<file path="config.mk">
export PLATFORM = sky130hd
export DESIGN_NAME = prog_lut_array_flat
export DESIGN_NICKNAME = d
export VERILOG_FILES = /design/src/rtl/prog_lut_pkg.sv /design/src/rtl/prog_lut_array_if.sv /design/src/rtl/prog_lut_array_lut_cell.sv /design/src/rtl/prog_lut_array.sv /design/src/flat_wrapper.sv
export SDC_FILE = /design/constraint.sdc
export NUM_CORES = 1
export LEC_CHECK = 0
export ABC_AREA = 1
export CAP_MARGIN = 5
export CELL_PAD_IN_SITES_DETAIL_PLACEMENT = 0
export CELL_PAD_IN_SITES_GLOBAL_PLACEMENT = 1
export CORE_MARGIN = 10
export CORE_UTILIZATION = 39
export CTS_BUF_LIST = sky130_fd_sc_hd__clkbuf_4
export CTS_CLUSTER_SIZE = 40
export DETAILED_ROUTE_END_ITERATION = 12
export HOLD_SLACK_MARGIN = 0.08
export MAX_ROUTING_LAYER = met4
export PLACE_DENSITY_LB_ADDON = 0.3
export SLEW_MARGIN = 25
export SYNTH_ARGS = -nofsm -noshare
export SYNTH_HDL_FRONTEND = slang
export SYNTH_SLANG_ARGS = --single-unit
</file>
<file path="constraint.sdc">
create_clock -name clk -period 2 [get_ports clk]
set_input_delay 0.5 -clock clk [delete_from_list [all_inputs] [get_ports clk]]
set_output_delay 0.5 -clock clk [all_outputs]
set_load 0.02 [all_outputs]
</file>
<file path="src/rtl/prog_lut_pkg.sv">
// Shared types and width helpers for the programmable LUT array.
package prog_lut_pkg;

  typedef enum logic [1:0] {
    IDLE,
    SHIFT,
    COMMIT
  } cfg_state_e;

  function automatic int unsigned width_of(input int unsigned n);
    return (n <= 1) ? 1 : $clog2(n);
  endfunction

endpackage

</file>
<file path="src/rtl/prog_lut_array_if.sv">
// Data and configuration bus of prog_lut_array; master drives inputs, slave is the array.
interface prog_lut_array_if #(
  parameter int unsigned N_IN = 2,
  parameter int unsigned N_CH = 4
);
  import prog_lut_pkg::*;

  localparam int unsigned CH_W = width_of(N_CH);

  logic                 in_valid;
  logic [N_CH*N_IN-1:0] in_data;
  logic                 out_valid;
  logic [N_CH-1:0]      out_data;
  logic                 cfg_start;
  logic [CH_W-1:0]      cfg_ch;
  logic                 cfg_valid;
  logic                 cfg_bit;
  logic                 cfg_abort;
  logic                 cfg_busy;
  logic                 cfg_done;

  modport master (
    output in_valid, in_data, cfg_start, cfg_ch, cfg_valid, cfg_bit, cfg_abort,
    input  out_valid, out_data, cfg_busy, cfg_done
  );

  modport slave (
    input  in_valid, in_data, cfg_start, cfg_ch, cfg_valid, cfg_bit, cfg_abort,
    output out_valid, out_data, cfg_busy, cfg_done
  );

endinterface

</file>
<file path="src/rtl/prog_lut_array_lut_cell.sv">
// One channel's 2^N_IN:1 table selection; purely combinational.
module lut_cell #(
  parameter int unsigned N_IN = 2
) (
  input  logic [(1<<N_IN)-1:0] tbl,
  input  logic [N_IN-1:0]      sel,
  output logic                 y
);

  assign y = tbl[sel];

endmodule

</file>
<file path="src/rtl/prog_lut_array.sv">
// Multi-channel programmable LUT with registered outputs and a serial,
// atomically committed table-load port.
module prog_lut_array
  import prog_lut_pkg::*;
#(
  parameter int unsigned         N_IN      = 2,
  parameter int unsigned         N_CH      = 4,
  parameter logic [(1<<N_IN)-1:0] RST_TABLE = 4'b1001
) (
  input logic             clk,
  input logic             rst,
  prog_lut_array_if.slave bus
);

  localparam int unsigned DEPTH = 1 << N_IN;
  localparam int unsigned CH_W  = width_of(N_CH);
  localparam int unsigned CNT_W = width_of(DEPTH);

  cfg_state_e       state;
  cfg_state_e       state_next;
  logic [CH_W-1:0]  ch_q;
  logic [CNT_W-1:0] cnt;
  logic [DEPTH-1:0] shadow;
  logic [DEPTH-1:0] tables [N_CH];
  logic [N_CH-1:0]  lut_y;
  logic [N_CH-1:0]  out_data_q;
  logic             out_valid_q;
  logic             start_ok;
  logic             last_bit;

  // Out-of-range channel requests never leave IDLE.
  assign start_ok = bus.cfg_start && (32'(bus.cfg_ch) < N_CH);
  assign last_bit = bus.cfg_valid && (cnt == CNT_W'(DEPTH - 1));

  always_comb begin
    state_next = state;
    case (state)
      IDLE:    if (start_ok) state_next = SHIFT;
      SHIFT: begin
        if (bus.cfg_abort)  state_next = IDLE;
        else if (last_bit)  state_next = COMMIT;
      end
      COMMIT:  state_next = IDLE;
      default: state_next = IDLE;
    endcase
  end

  assign bus.cfg_busy = (state != IDLE);
  assign bus.cfg_done = (state == COMMIT);

  always_ff @(posedge clk or posedge rst) begin
    if (rst) state <= IDLE;
    else     state <= state_next;
  end

  // Bits collect in the shadow; the live table only changes on COMMIT,
  // so a reader sees either the whole old or the whole new function.
  always_ff @(posedge clk or posedge rst) begin
    if (rst) begin
      ch_q   <= '0;
      cnt    <= '0;
      shadow <= '0;
      for (int unsigned c = 0; c < N_CH; c++) tables[c] <= RST_TABLE;
    end else begin
      case (state)
        IDLE: begin
          if (start_ok) begin
            ch_q   <= bus.cfg_ch;
            cnt    <= '0;
            shadow <= '0;
          end
        end
        SHIFT: begin
          if (!bus.cfg_abort && bus.cfg_valid) begin
            shadow[cnt] <= bus.cfg_bit;
            cnt         <= cnt + 1'b1;
          end
        end
        COMMIT:  tables[ch_q] <= shadow;
        default: ;
      endcase
    end
  end

  for (genvar c = 0; c < N_CH; c++) begin : g_ch
    lut_cell #(.N_IN(N_IN)) u_cell (
      .tbl (tables[c]),
      .sel (bus.in_data[c*N_IN +: N_IN]),
      .y   (lut_y[c])
    );
  end

  always_ff @(posedge clk or posedge rst) begin
    if (rst) begin
      out_data_q  <= '0;
      out_valid_q <= 1'b0;
    end else begin
      out_data_q  <= lut_y;
      out_valid_q <= bus.in_valid;
    end
  end

  assign bus.out_data  = out_data_q;
  assign bus.out_valid = out_valid_q;

endmodule

</file>
<file path="src/flat_wrapper.sv">
// flat-port wrapper written by rule: the top's interface ports become plain ports
module prog_lut_array_flat import prog_lut_pkg::*;
#(
  parameter int unsigned         N_IN      = 2,
  parameter int unsigned         N_CH      = 4,
  parameter logic [(1<<N_IN)-1:0] RST_TABLE = 4'b1001
)
  (clk, rst, bus_in_valid, bus_in_data, bus_cfg_start, bus_cfg_ch, bus_cfg_valid, bus_cfg_bit, bus_cfg_abort, bus_out_valid, bus_out_data, bus_cfg_busy, bus_cfg_done);
  prog_lut_array_if #(.N_IN(N_IN), .N_CH(N_CH)) bus_i ();
  input logic clk;
  input logic rst;
  input wire logic [$bits(bus_i.in_valid)-1:0] bus_in_valid;
  input wire logic [$bits(bus_i.in_data)-1:0] bus_in_data;
  input wire logic [$bits(bus_i.cfg_start)-1:0] bus_cfg_start;
  input wire logic [$bits(bus_i.cfg_ch)-1:0] bus_cfg_ch;
  input wire logic [$bits(bus_i.cfg_valid)-1:0] bus_cfg_valid;
  input wire logic [$bits(bus_i.cfg_bit)-1:0] bus_cfg_bit;
  input wire logic [$bits(bus_i.cfg_abort)-1:0] bus_cfg_abort;
  output wire logic [$bits(bus_i.out_valid)-1:0] bus_out_valid;
  output wire logic [$bits(bus_i.out_data)-1:0] bus_out_data;
  output wire logic [$bits(bus_i.cfg_busy)-1:0] bus_cfg_busy;
  output wire logic [$bits(bus_i.cfg_done)-1:0] bus_cfg_done;
  assign bus_i.in_valid = bus_in_valid;
  assign bus_i.in_data = bus_in_data;
  assign bus_i.cfg_start = bus_cfg_start;
  assign bus_i.cfg_ch = bus_cfg_ch;
  assign bus_i.cfg_valid = bus_cfg_valid;
  assign bus_i.cfg_bit = bus_cfg_bit;
  assign bus_i.cfg_abort = bus_cfg_abort;
  assign bus_out_valid = bus_i.out_valid;
  assign bus_out_data = bus_i.out_data;
  assign bus_cfg_busy = bus_i.cfg_busy;
  assign bus_cfg_done = bus_i.cfg_done;
  prog_lut_array #(.N_IN(N_IN), .N_CH(N_CH), .RST_TABLE(RST_TABLE)) u_core (.clk(clk), .rst(rst), .bus(bus_i));
endmodule
</file>
==> results_tabular.tex <==
\begin{tabular}{lr}
\hline
Metric & Value \\
\hline
\multicolumn{2}{l}{\textbf{Synth}} \\
Gate count after technology mapping & 162 \\
Synth area leaders & dfrtp\_1 41\%, dfstp\_2 15\%, o21ai\_0 9.6\%, nand2\_1 9.3\%, nor2\_1 5.6\% \\
Summed instance area of the synthesized netlist & approximately 1400 um2 \\
Most frequent cells after synthesis & 35 x nand2\_1, 27 x o21ai\_0, 23 x dfrtp\_1, 21 x nor2\_1, 17 x inv\_1 \\
Number of distinct library cell variants in the gate-level netlist after synthesis & 17 \\
Total of flip-flops plus latches after synthesis & 31 \\
Most area-hungry cell type in the Yosys netlist & dfrtp\_1 \\
Number of enable flip-flop cells after synthesis & 0 \\
Count of yosys warnings during synthesis & 0 \\
Share of synthesized area occupied by flip-flops and latches & 55.58\% \\
Share of synthesized flip-flops with an asynchronous set or reset & 100.0\% \\
Net Count, Synth & 183 \\
Yosys top cell area share & 40.71\% \\
Dominant register cell in the synthesized netlist & dfrtp\_1 \\
Most used standard cell by instance count after synthesis & nand2\_1 \\
Mean Syn Cell Area & roughly 8.7 um2 \\
\multicolumn{2}{l}{\textbf{Global route}} \\
Maximum number of pins on one net before global-route repair & 31 \\
Wire length of the first global-routing pass & 4.878 mm \\
Global-route total usage across every layer & between 9 and 10\% \\
Leftover overflow at the end of global routing & 0 \\
Vias in the first global route & 1103 \\
Number of antenna violations at the first check in global routing & 0 \\
\multicolumn{2}{l}{\textbf{Routing}} \\
Drt drc & 0 \\
Number of DRC markers in iteration 0 & 43 \\
Post-detailed-route wirelength per cell & 11.72 um \\
Post-detailed-route via-to-cell ratio & approximately 4.8 \\
Total detailed-routing wirelength & $\sim$2.8 mm \\
Routed Antenna Nets & 0 \\
Via count & 1139 \\
First-pass DRT Iterations & 4 \\
\multicolumn{2}{l}{\textbf{Placed design}} \\
Placed Cells & roughly 230 \\
Final HPWL from detailed placement & approximately 2.2 mm \\
Post-placement setup slack & 0.2287 ns \\
Number of buffers added on ports & 23 \\
Weighted congestion at the end of routability-driven global placement & 0.7105 \\
\multicolumn{2}{l}{\textbf{CTS}} \\
TritonCTS clock tree & yes \\
H-tree levels & 2 \\
TritonCTS buffer count & 5 \\
Insertion delay to the later sink of the worst-skew pair & around 0.33 ns \\
CTS root buffer & clkbuf\_4 \\
Hold-fix buffers at CTS & 0 \\
CTS Sinks & 31 \\
Maximum count of clock buffers along a single path & 2 \\
Clk pin slew, worst setup/hold paths & around 0.080 ns \\
Post-CTS repair timing setup buffer count & 0 \\
\multicolumn{2}{l}{\textbf{Critical path}} \\
Flop-to-flop setup slack & 0.76 ns \\
Reg-to-reg endpoint & u\_core.shadow[0]\$\_DFFE\_PP0P\_ \\
Crit Path Category & flip-flop to output pin \\
Critical-path maximum fanout & 5 \\
Arrival time of the worst setup path & 1.33 ns \\
Critical Path Start Type & flip-flop \\
Worst r2r path cells & 5 \\
Required time worst endpoint & roughly 1.5 ns \\
Type of element capturing the critical path & output pin \\
Reg2Reg Launch Point & u\_core.cnt[0]\$\_DFFE\_PP0P\_ \\
\multicolumn{2}{l}{\textbf{Run}} \\
Number of max-cap violations & 0 \\
\multicolumn{2}{l}{\textbf{Floorplanning}} \\
Overall die height & between 80 and 90 um \\
Rows & 21 \\
Die boundary width & about 80 um \\
Initial cell density of the core & 41.39\% \\
Die ar. & roughly 6400 um2 \\
Core Area & 3416 um2 \\
Top-Level Pins & 24 \\
\multicolumn{2}{l}{\textbf{Worst hold path}} \\
Path category of the worst min-delay check & primary input to async pin \\
\multicolumn{2}{l}{\textbf{STA}} \\
Final Hold Violating Endpoints & 0 \\
Setup repair after global routing missed its margin & false \\
Highest attainable clock frequency & $\sim$550 MHz \\
Fin. max-slew vios & 0 \\
Final setup skew & 0.01027 ns \\
Slew at the pin with the worst max-slew slack & 0.3667 ns \\
Post-route worst setup slack & 0.1659 ns \\
Total setup violations reported at the end of the flow & 0 \\
Final critical-path share of the clock period & 91.71\% \\
Accumulated negative setup slack & 0 ns \\
Final critical delay including setup and external delays & between 1.5 and 2 ns \\
Headroom to the max-slew limit & 75.56\% \\
\multicolumn{2}{l}{\textbf{Finish}} \\
Fraction of layout instances using a drive strength above 1 & 14.51\% \\
Post-layout net count & 214 \\
Area growth syn-to-layout & 23.98\% \\
Number of antenna repair diodes & 0 \\
Finished Layout Cells & around 240 \\
Share of the core filled with cells & roughly half \\
\multicolumn{2}{l}{\textbf{Power and ir drop}} \\
Tot Pwr & 1273 uW \\
Static Leak & 0.0007855 uW \\
Power per unit of standard cell area & 726.4 nW/um2 \\
IR drop worst, VDD & 0.0003933 V \\
\multicolumn{2}{l}{\textbf{Status}} \\
Outcome & complete, no violations \\
\hline
\end{tabular}
==> area by class of cell <==
| type | count | area [um2] |
|---|---|---|
| fill | 352 | 1663 |
| sequential | 31 | 785.8 |
| multi-input combinational | 113 | 560.5 |
| timing repair buffer | 24 | 235.2 |
| inverter | 18 | 67.56 |
| tap | 46 | 57.56 |
| clock buffer | 5 | 37.54 |
| clock inverter | 2 | 8.758 |
==> state kept, by name, summed over array words and instances, names as in the netlist <==
register / flops
u_core.tables: 16
u_core.bus.out_data: 4
u_core.state: 2
u_core.ch_q: 2
u_core.cnt: 2
u_core.shadow: 4
u_core.bus.out_valid: 1
==> power by group <==
| part | switching, uW | leakage [uW] | internal, uW | total, uW |
|---|---|---|---|---|
| Combinational | 143 | 0.000370 | 100 | 243 |
| Clock | 203 | 0.0000285 | 124 | 327 |
| Sequential | 33.6 | 0.000387 | 669 | 702 |
==> per-layer routing <==
layer	wire (um)	GRT usage, %	up-vias	part of all wire [%]
li1	-	-	581	-
met5	0	-	-	0
met2	1432	16.61	20	51
met4	52	4.225	0	1.9
met3	143	4.343	6	5.1
met1	1174	10.00	532	42
==> per-stage QoR <==
stage / cell area, um2 / hold WS [ns]
2_1_floorplan: 1414 / 0.4415
3_3_place_gp: 1709 / 0.4531
4_1_cts: 1753 / 0.2992
6_report: 1753 / 0.3141
5_1_grt: 1753 / 0.2947
3_5_place_dp: 1709 / 0.4611
==> repair_timing <==
item	in CTS	in global routing
resized for setup	2	0
endpoints found under the hold margin	0	0
setup endpoints to repair	2	0
==> worst max-delay path, cell delays in order (launching register included) <==
cell and delay, ns:
dfrtp_1 0.42, inv_2 0.08, nor2_4 0.15, dlygate4sd2_1 0.36
==> logic make-up after synthesis <==
family / Yosys count / synth area share, %
flip-flops: 31 / 55.57
adder cells (fa/ha/maj): 4 / 3.540
buffers and inverters: 18 / 4.778
AO/OA/AOI/OAI: 34 / 12.04
AND/OR/NAND/NOR: 75 / 24.07
==> layout by cell type (no fill, tap or decap) <==
master,n
clkinv_1,1
a21oi_1,3
dfstp_2,8
clkbuf_4,5
nand3_2,4
o21ai_1,4
inv_1,17
or2_2,3
nor2_4,1
nor2_1,21
nor2_2,1
o21ai_0,27
inv_2,1
clkdlybuf4s50_1,21
ha_1,4
clkinv_2,1
nand2_1,35
dlygate4sd2_1,2
nand3_1,6
buf_4,1
dfrtp_1,23
nand2_2,3
nor3_1,1
==> how the worst max path moves through the flow <==
stage,start,to,slack (ns),cells past startpoint
6_report,u_core.state[1]$_DFFE_PP0P_,bus_cfg_done,0.17,3
5_1_grt,u_core.state[1]$_DFFE_PP0P_,bus_cfg_busy,0.06,3
4_1_cts,u_core.state[1]$_DFFE_PP0P_,bus_cfg_done,0.14,3
3_5_place_dp,u_core.state[1]$_DFFE_PP0P_,bus_cfg_done,0.23,3
3_3_place_gp,u_core.state[1]$_DFFE_PP0P_,bus_cfg_done,0.25,3
2_1_floorplan,u_core.state[0]$_DFFE_PP0P_,bus_cfg_busy,0.81,2
Power figures use the tool's default switching activity.
